$ cat src/rtl/mac_accum.sv
// mac_accum: signed multiply-accumulate of COUNT operand pairs with a valid/ready result port.
// Ports:
//   clk, rst        clock, asynchronous active-high reset
//   clr             synchronous abort of the partial sum, pending result and pipeline
//   en, stall       operand pair valid, global pipeline freeze
//   a, b            signed operands (BITS wide)
//   in_ready        a beat can be accepted (IDLE or ACCUM)
//   out_valid       result valid, held until out_ready
//   out_ready       consumer takes result
//   result          signed dot product (ACC_BITS wide, modulo 2^ACC_BITS)
//   busy            state is not IDLE
module mac_accum #(
    parameter int BITS     = 8,
    parameter int COUNT    = 8,
    parameter int ACC_BITS = 24
) (
    input  logic                clk,
    input  logic                rst,
    input  logic                clr,
    input  logic                en,
    input  logic                stall,
    input  logic [BITS-1:0]     a,
    input  logic [BITS-1:0]     b,
    output logic                in_ready,
    output logic                out_valid,
    input  logic                out_ready,
    output logic [ACC_BITS-1:0] result,
    output logic                busy
);
    localparam int CW = COUNT > 1 ? $clog2(COUNT) : 1;

    typedef enum logic [1:0] {IDLE, ACCUM, FLUSH, HOLD} state_t;

    state_t                     state_q, state_d;
    logic [CW-1:0]              cnt_q, cnt_d;
    logic signed [ACC_BITS-1:0] acc_q, acc_d, result_q, result_d, prod_x;
    logic signed [2*BITS-1:0]   prod_q, prod_d;
    logic                       pv_q, pv_d, ov_q, ov_d, accept, last;

    assign in_ready  = (state_q == IDLE) || (state_q == ACCUM);
    assign busy      = state_q != IDLE;
    assign out_valid = ov_q;
    assign result    = result_q;
    assign accept    = en & ~stall & in_ready;
    assign prod_x    = ACC_BITS'(prod_q);
    // cnt is 0 in IDLE, so a single-product set finishes on its first beat
    assign last      = (COUNT == 1) || (cnt_q == CW'(COUNT - 1));

    always_comb begin
        state_d  = state_q;
        cnt_d    = cnt_q;
        acc_d    = acc_q;
        prod_d   = prod_q;
        pv_d     = pv_q;
        result_d = result_q;
        ov_d     = ov_q;
        if (accept) begin
            prod_d = (2*BITS)'($signed(a)) * (2*BITS)'($signed(b));
            pv_d   = 1'b1;
        end else if (!stall) begin
            pv_d = 1'b0;
        end
        if (pv_q && !stall)
            acc_d = acc_q + prod_x;
        case (state_q)
            IDLE, ACCUM: begin
                if (accept) begin
                    state_d = last ? FLUSH : ACCUM;
                    cnt_d   = last ? '0 : cnt_q + CW'(1);
                end
            end
            FLUSH: begin
                // the final product is still in stage 1; fold it straight into the result
                if (!stall) begin
                    result_d = acc_q + prod_x;
                    ov_d     = 1'b1;
                    acc_d    = '0;
                    pv_d     = 1'b0;
                    state_d  = HOLD;
                end
            end
            HOLD: begin
                // the output handshake ignores stall
                if (out_ready) begin
                    ov_d    = 1'b0;
                    state_d = IDLE;
                end
            end
            default: state_d = IDLE;
        endcase
        if (clr) begin
            state_d  = IDLE;
            cnt_d    = '0;
            acc_d    = '0;
            prod_d   = '0;
            pv_d     = 1'b0;
            result_d = '0;
            ov_d     = 1'b0;
        end
    end

    always_ff @(posedge clk or posedge rst) begin
        if (rst) begin
            state_q  <= IDLE;
            cnt_q    <= '0;
            acc_q    <= '0;
            prod_q   <= '0;
            pv_q     <= 1'b0;
            result_q <= '0;
            ov_q     <= 1'b0;
        end else begin
            state_q  <= state_d;
            cnt_q    <= cnt_d;
            acc_q    <= acc_d;
            prod_q   <= prod_d;
            pv_q     <= pv_d;
            result_q <= result_d;
            ov_q     <= ov_d;
        end
    end
endmodule

$ cat config.mk
export PLATFORM = sky130hd
export DESIGN_NAME = mac_accum
export DESIGN_NICKNAME = d
export VERILOG_FILES = /design/src/rtl/mac_accum.sv
export SDC_FILE = /design/constraint.sdc
export NUM_CORES = 1
export LEC_CHECK = 0
export BUFFER_PORTS_ARGS = -buffer_cell sky130_fd_sc_hd__buf_2
export CELL_PAD_IN_SITES_DETAIL_PLACEMENT = 2
export CELL_PAD_IN_SITES_GLOBAL_PLACEMENT = 2
export CORE_ASPECT_RATIO = 0.75
export CORE_MARGIN = 2
export CORE_UTILIZATION = 43
export CTS_BUF_LIST = sky130_fd_sc_hd__clkbuf_4
export CTS_CLUSTER_SIZE = 30
export DETAILED_ROUTE_END_ITERATION = 10
export HOLD_SLACK_MARGIN = 0.05
export MAX_ROUTING_LAYER = met4
export PLACE_DENSITY_LB_ADDON = 0.1
export SYNTH_ARGS = -nofsm -noshare
export SYNTH_HDL_FRONTEND = slang
export SYNTH_SLANG_ARGS = --single-unit
$ cat constraint.sdc
create_clock -name clk -period 4.44 [get_ports clk]
set_clock_uncertainty 0.15 [all_clocks]
set_input_delay 0.444 -clock clk [delete_from_list [all_inputs] [get_ports clk]]
set_output_delay 0.444 -clock clk [all_outputs]
set_load 0.005 [all_outputs]
==> impl.org <==
** Final layout
- Of the cells placed in the final design, the portion with a size suffix greater than 1 is 0.220.
- After the last flow step, the layout net total stands at 918.
- The number of antenna diodes in the final layout is 0.
- From synthesis to final layout, the design area changed by 20.1%.
- Post-Layout Inst Area :: 7630 um2

** STA
- Total negative slack for setup checks :: -73.1 ps
- For this run, the top clock speed supported by timing is 222 MHz.
- Final setup viols :: 1
- Final slew viol count :: 0
- Measured against its own limit, the worst slew margin works out to 0.232.
- After layout, the worst setup slack is -73.1 ps.
- Slew @ Worst Pin :: 1150 ps
- Fraction of the cycle the final worst path needs :: 1.02
- Number of hold-slack violations in the final timing report :: 0
- Period minus WS final :: 4510 ps

** Outcome
- Run status :: complete, but fails checks
- Failing checks :: negative setup slack

** Clocking
- Clock Pin Slew Worst Setup and Hold Paths :: 140 ps
- CTS max path bufs :: 2
- Total number of H-tree levels :: 3
- CTS saw 71 sinks.
- Clock tree from TritonCTS :: yes
- CTS Root Cell :: sky130_fd_sc_hd__clkbuf_4
- Counting the buffers created by CTS gives 9.
- Clock latency on the worst-skew pair, taken at its later pin, is 450 ps.

** Yosys
- Area fraction in compound gates after synthesis :: 0.153
- Of the synthesized area, sequential elements account for 0.280.
- Number of synthesized flops with an enable pin :: 0
- The most used flip-flop cell after synthesis is sky130_fd_sc_hd__dfrtp_1.
- After synthesis the cells add up to 6350 um2.
- Count of warnings emitted by yosys :: 0
- Distinct cells, synth :: 50
- Fraction of the mapped netlist area in adder cells :: 0.283
- Synthesis inferred 71 register bits.
- Share of flip-flops with an asynchronous set or reset after synthesis :: 1.00
- By area the synthesized netlist is led by sky130_fd_sc_hd__dfrtp_1, sky130_fd_sc_hd__fa_1, sky130_fd_sc_hd__ha_1.
- sky130_fd_sc_hd__dfrtp_1 takes more of the synthesized area than any other cell.
- The portion of synthesized area spent on multiplexers is 0.00512.
- The share of synthesized area in the top cell type comes to 0.280.
- When the netlist entered floorplanning its net count stood at 817.
- Main combinational cell family by area after synthesis :: adder cells
- Of the total synthesized cell area, the portion taken by AND, OR, NAND and NOR gates is 0.163.
- Most common library cells after synthesis :: sky130_fd_sc_hd__inv_1, sky130_fd_sc_hd__nand2_1, sky130_fd_sc_hd__dfrtp_1, sky130_fd_sc_hd__fa_1, sky130_fd_sc_hd__ha_1
- In the synthesized netlist, the number of instances is 685.
- sky130_fd_sc_hd__inv_1 is the most common cell in the netlist.
- After synthesis, the mean cell area works out to 9.28 um2.
- Of the total synthesized cell area, the portion taken by XOR and XNOR cells is 0.0482.

** Global route
- Antenna violations before repair :: 0
- Vias in the first global route :: 6304
- Total routing usage reported by global routing :: 0.295
- Entering global routing, the biggest net connects 42 pins.
- Leftover overflow at the end of global routing :: 0
- Wire length of the first global-routing pass :: 34400 um

** Die
- Floorplan row count :: 38
- The floorplan step set the die width to 144 um.
- Core box area :: 14500 um2
- The initial utilization of the core area, before any placement, comes to 0.440.
- 49 I/O pins were placed.
- DIE AREA :: 15800 um2
- The floorplan step set the die height to 109 um.

** Placement
- Detailed placement finished with a half-perimeter wire length of 15900 um.
- The congestion estimate from routability-driven global placement came to 0.869.
- Buffers placed on the I/O ports in this run total 48.
- After detailed placement, the total cell area comes to 7190 um2.

** Critical path
- Worst setup path class :: input pin to flop
- Delay of the slowest critical-path stage :: 550 ps
- In this run the register-to-register setup slack is 1020 ps.
- Data required time at the worst endpoint :: 4680 ps
- Nature of the critical path endpoint :: flop
- Among all stages on the critical path, the largest delay is contributed by sky130_fd_sc_hd__fa_1.
- Walking the worst path, the cells encountered are clkbuf_4, buf_4, fa_1, inv_1, fa_1, inv_2, fa_1, inv_1, fa_1, inv_2, ha_4, a21oi_4, o21bai_2, a21oi_2, o21bai_2, a211o_1, a2111o_1, nand3_2.
- At the worst endpoint, the arrival time is 4750 ps.
- In this design, the critical path's most frequently occurring cell is sky130_fd_sc_hd__fa_1.
- Worst-path fanout max :: 5
- Critical Path Start Type :: input pin

** Power
- Cell leakage power :: 3.89 nW
- Worst IR drop on VDD :: 294 uV
- Power spread over the standard cell area amounts to 506 nW/um2.

** Routing
- Before antenna repair, the detailed router went through 4 iterations.
- Remaining DRCs :: 0
- Using the TritonRoute via totals, the vias-per-cell ratio works out to 5.60.
- For this block, the via count after detailed routing is 5547.
- The routed design has 24500 um of wire.
- Detailed-route wire length per cell :: 24.7 um
- The first routing iteration left 353 violations.
- Remaining antenna violation count after routing :: 0

** Job
- Count of maximum capacitance violations :: 0

** Worst hold path
- HP Class :: input pin to asynchronous set/reset pin
-- worst paths after layout --
check / startpoint / to / depth (start not counted)
worst max-delay path: b[7] / prod_q[14] / 18
worst max register to register: prod_q[15] / acc_q[21] / 8
worst min register to register: result[23] / result[23] / 2
max in group asynchronous: rst / acc_q[8] / 3
worst min-delay path: rst / result[20] / 2
min in group clk: clr / out_valid / 2
-- cell usage in the layout (no fill, tap or decap), types with 9 or more instances in the layout --
master | synthesis | final
sky130_fd_sc_hd__nor2_1 | 23 | 21
sky130_fd_sc_hd__buf_2 | 0 | 42
sky130_fd_sc_hd__buf_4 | 0 | 58
sky130_fd_sc_hd__clkbuf_4 | 0 | 16
sky130_fd_sc_hd__dfrtp_1 | 71 | 71
sky130_fd_sc_hd__xnor2_1 | 21 | 21
sky130_fd_sc_hd__inv_1 | 101 | 96
sky130_fd_sc_hd__fa_1 | 56 | 55
sky130_fd_sc_hd__nand2_1 | 76 | 74
sky130_fd_sc_hd__a21o_1 | 11 | 11
sky130_fd_sc_hd__o21ai_0 | 31 | 29
sky130_fd_sc_hd__and2_1 | 45 | 43
sky130_fd_sc_hd__a22o_1 | 20 | 20
sky130_fd_sc_hd__nand3_1 | 17 | 15
sky130_fd_sc_hd__a21oi_1 | 38 | 35
sky130_fd_sc_hd__ha_1 | 54 | 46
sky130_fd_sc_hd__nor2b_1 | 10 | 9
sky130_fd_sc_hd__xor2_1 | 14 | 14
-- report_power, final --
| group | internal (mW) | total, mW | switching (mW) | leakage, nW |
|---|---|---|---|---|
| registers | 0.694 | 0.756 | 0.0614 | 0.983 |
| clock network | 0.347 | 0.618 | 0.271 | 0.108 |
| logic | 1.06 | 2.49 | 1.43 | 2.80 |
-- metal layers --
| layer | wire length, um | vias to the layer above | global-route usage | part of all wire |
|---|---|---|---|---|
| li1 | - | 2464 | - | - |
| met1 | 10300 | 2887 | 0.372 | 0.42 |
| met2 | 12700 | 150 | 0.512 | 0.52 |
| met3 | 943 | 46 | 0.0382 | 0.039 |
| met4 | 530 | 0 | 0.0638 | 0.022 |
| met5 | 0 | - | - | 0 |
-- flip-flops by register name (all words and copies together) (netlist names) --
register   count
cnt_q          3
result        24
acc_q         24
out_valid      1
state_q        2
prod_q        16
pv_q           1
-- kinds of logic (layout without fill, tap and decap cells) --
group	Yosys count	in the layout
and+or+nand+nor	207	207
AOI/OAI and AO/OA	142	142
adders and majority gates	110	110
xor gates and xnor gates	35	35
muxes	3	3
DFF	71	71
buffers and inverters	117	223
-- worst max-delay path: cells and delay by family --
| kind | cells | cell delay (ps) |
|---|---|---|
| simple gates | 1 | 90 |
| buf+inv | 6 | 530 |
| fa+ha+maj | 5 | 2320 |
| compound gates | 6 | 1350 |
-- metrics by stage --
step | std cells | util | worst slack (ps) | power [mW] | hold slack [ps]
global placement | 967 | 0.497 | -242 | 2.50 | 301
finish | 991 | 0.528 | -73.1 | 3.86 | 29.1
detailed placement | 967 | 0.497 | -582 | 2.70 | 316
floorplan | 685 | - | 7.05 | 1.97 | 304
CTS | 986 | 0.516 | 1.02 | 3.46 | 59.6
global route | 991 | 0.528 | -158 | 4.07 | 98.9
-- final cells by class --
| type | count | area (um2) |
|---|---|---|
| inverters | 101 | 379 |
| well taps | 200 | 250 |
| clock buffers | 10 | 75.1 |
| multi-input cells | 497 | 4330 |
| flip-flops and latches | 71 | 1780 |
| repair buffers | 106 | 691 |
| fillers | 1529 | 6820 |
| clock inverters | 6 | 133 |
-- repair_timing --
| item | CTS | global route |
|---|---|---|
| endpoints found under the setup margin | 3 | 5 |
| gates resized for setup | 8 | 32 |
| pin swaps | 7 | 22 |
| hold buffers | 0 | 0 |
| buffers inserted | 3 | 5 |
| hold endpoints to repair | 0 | 0 |
No activity file was read; power rests on OpenSTA's default activity.
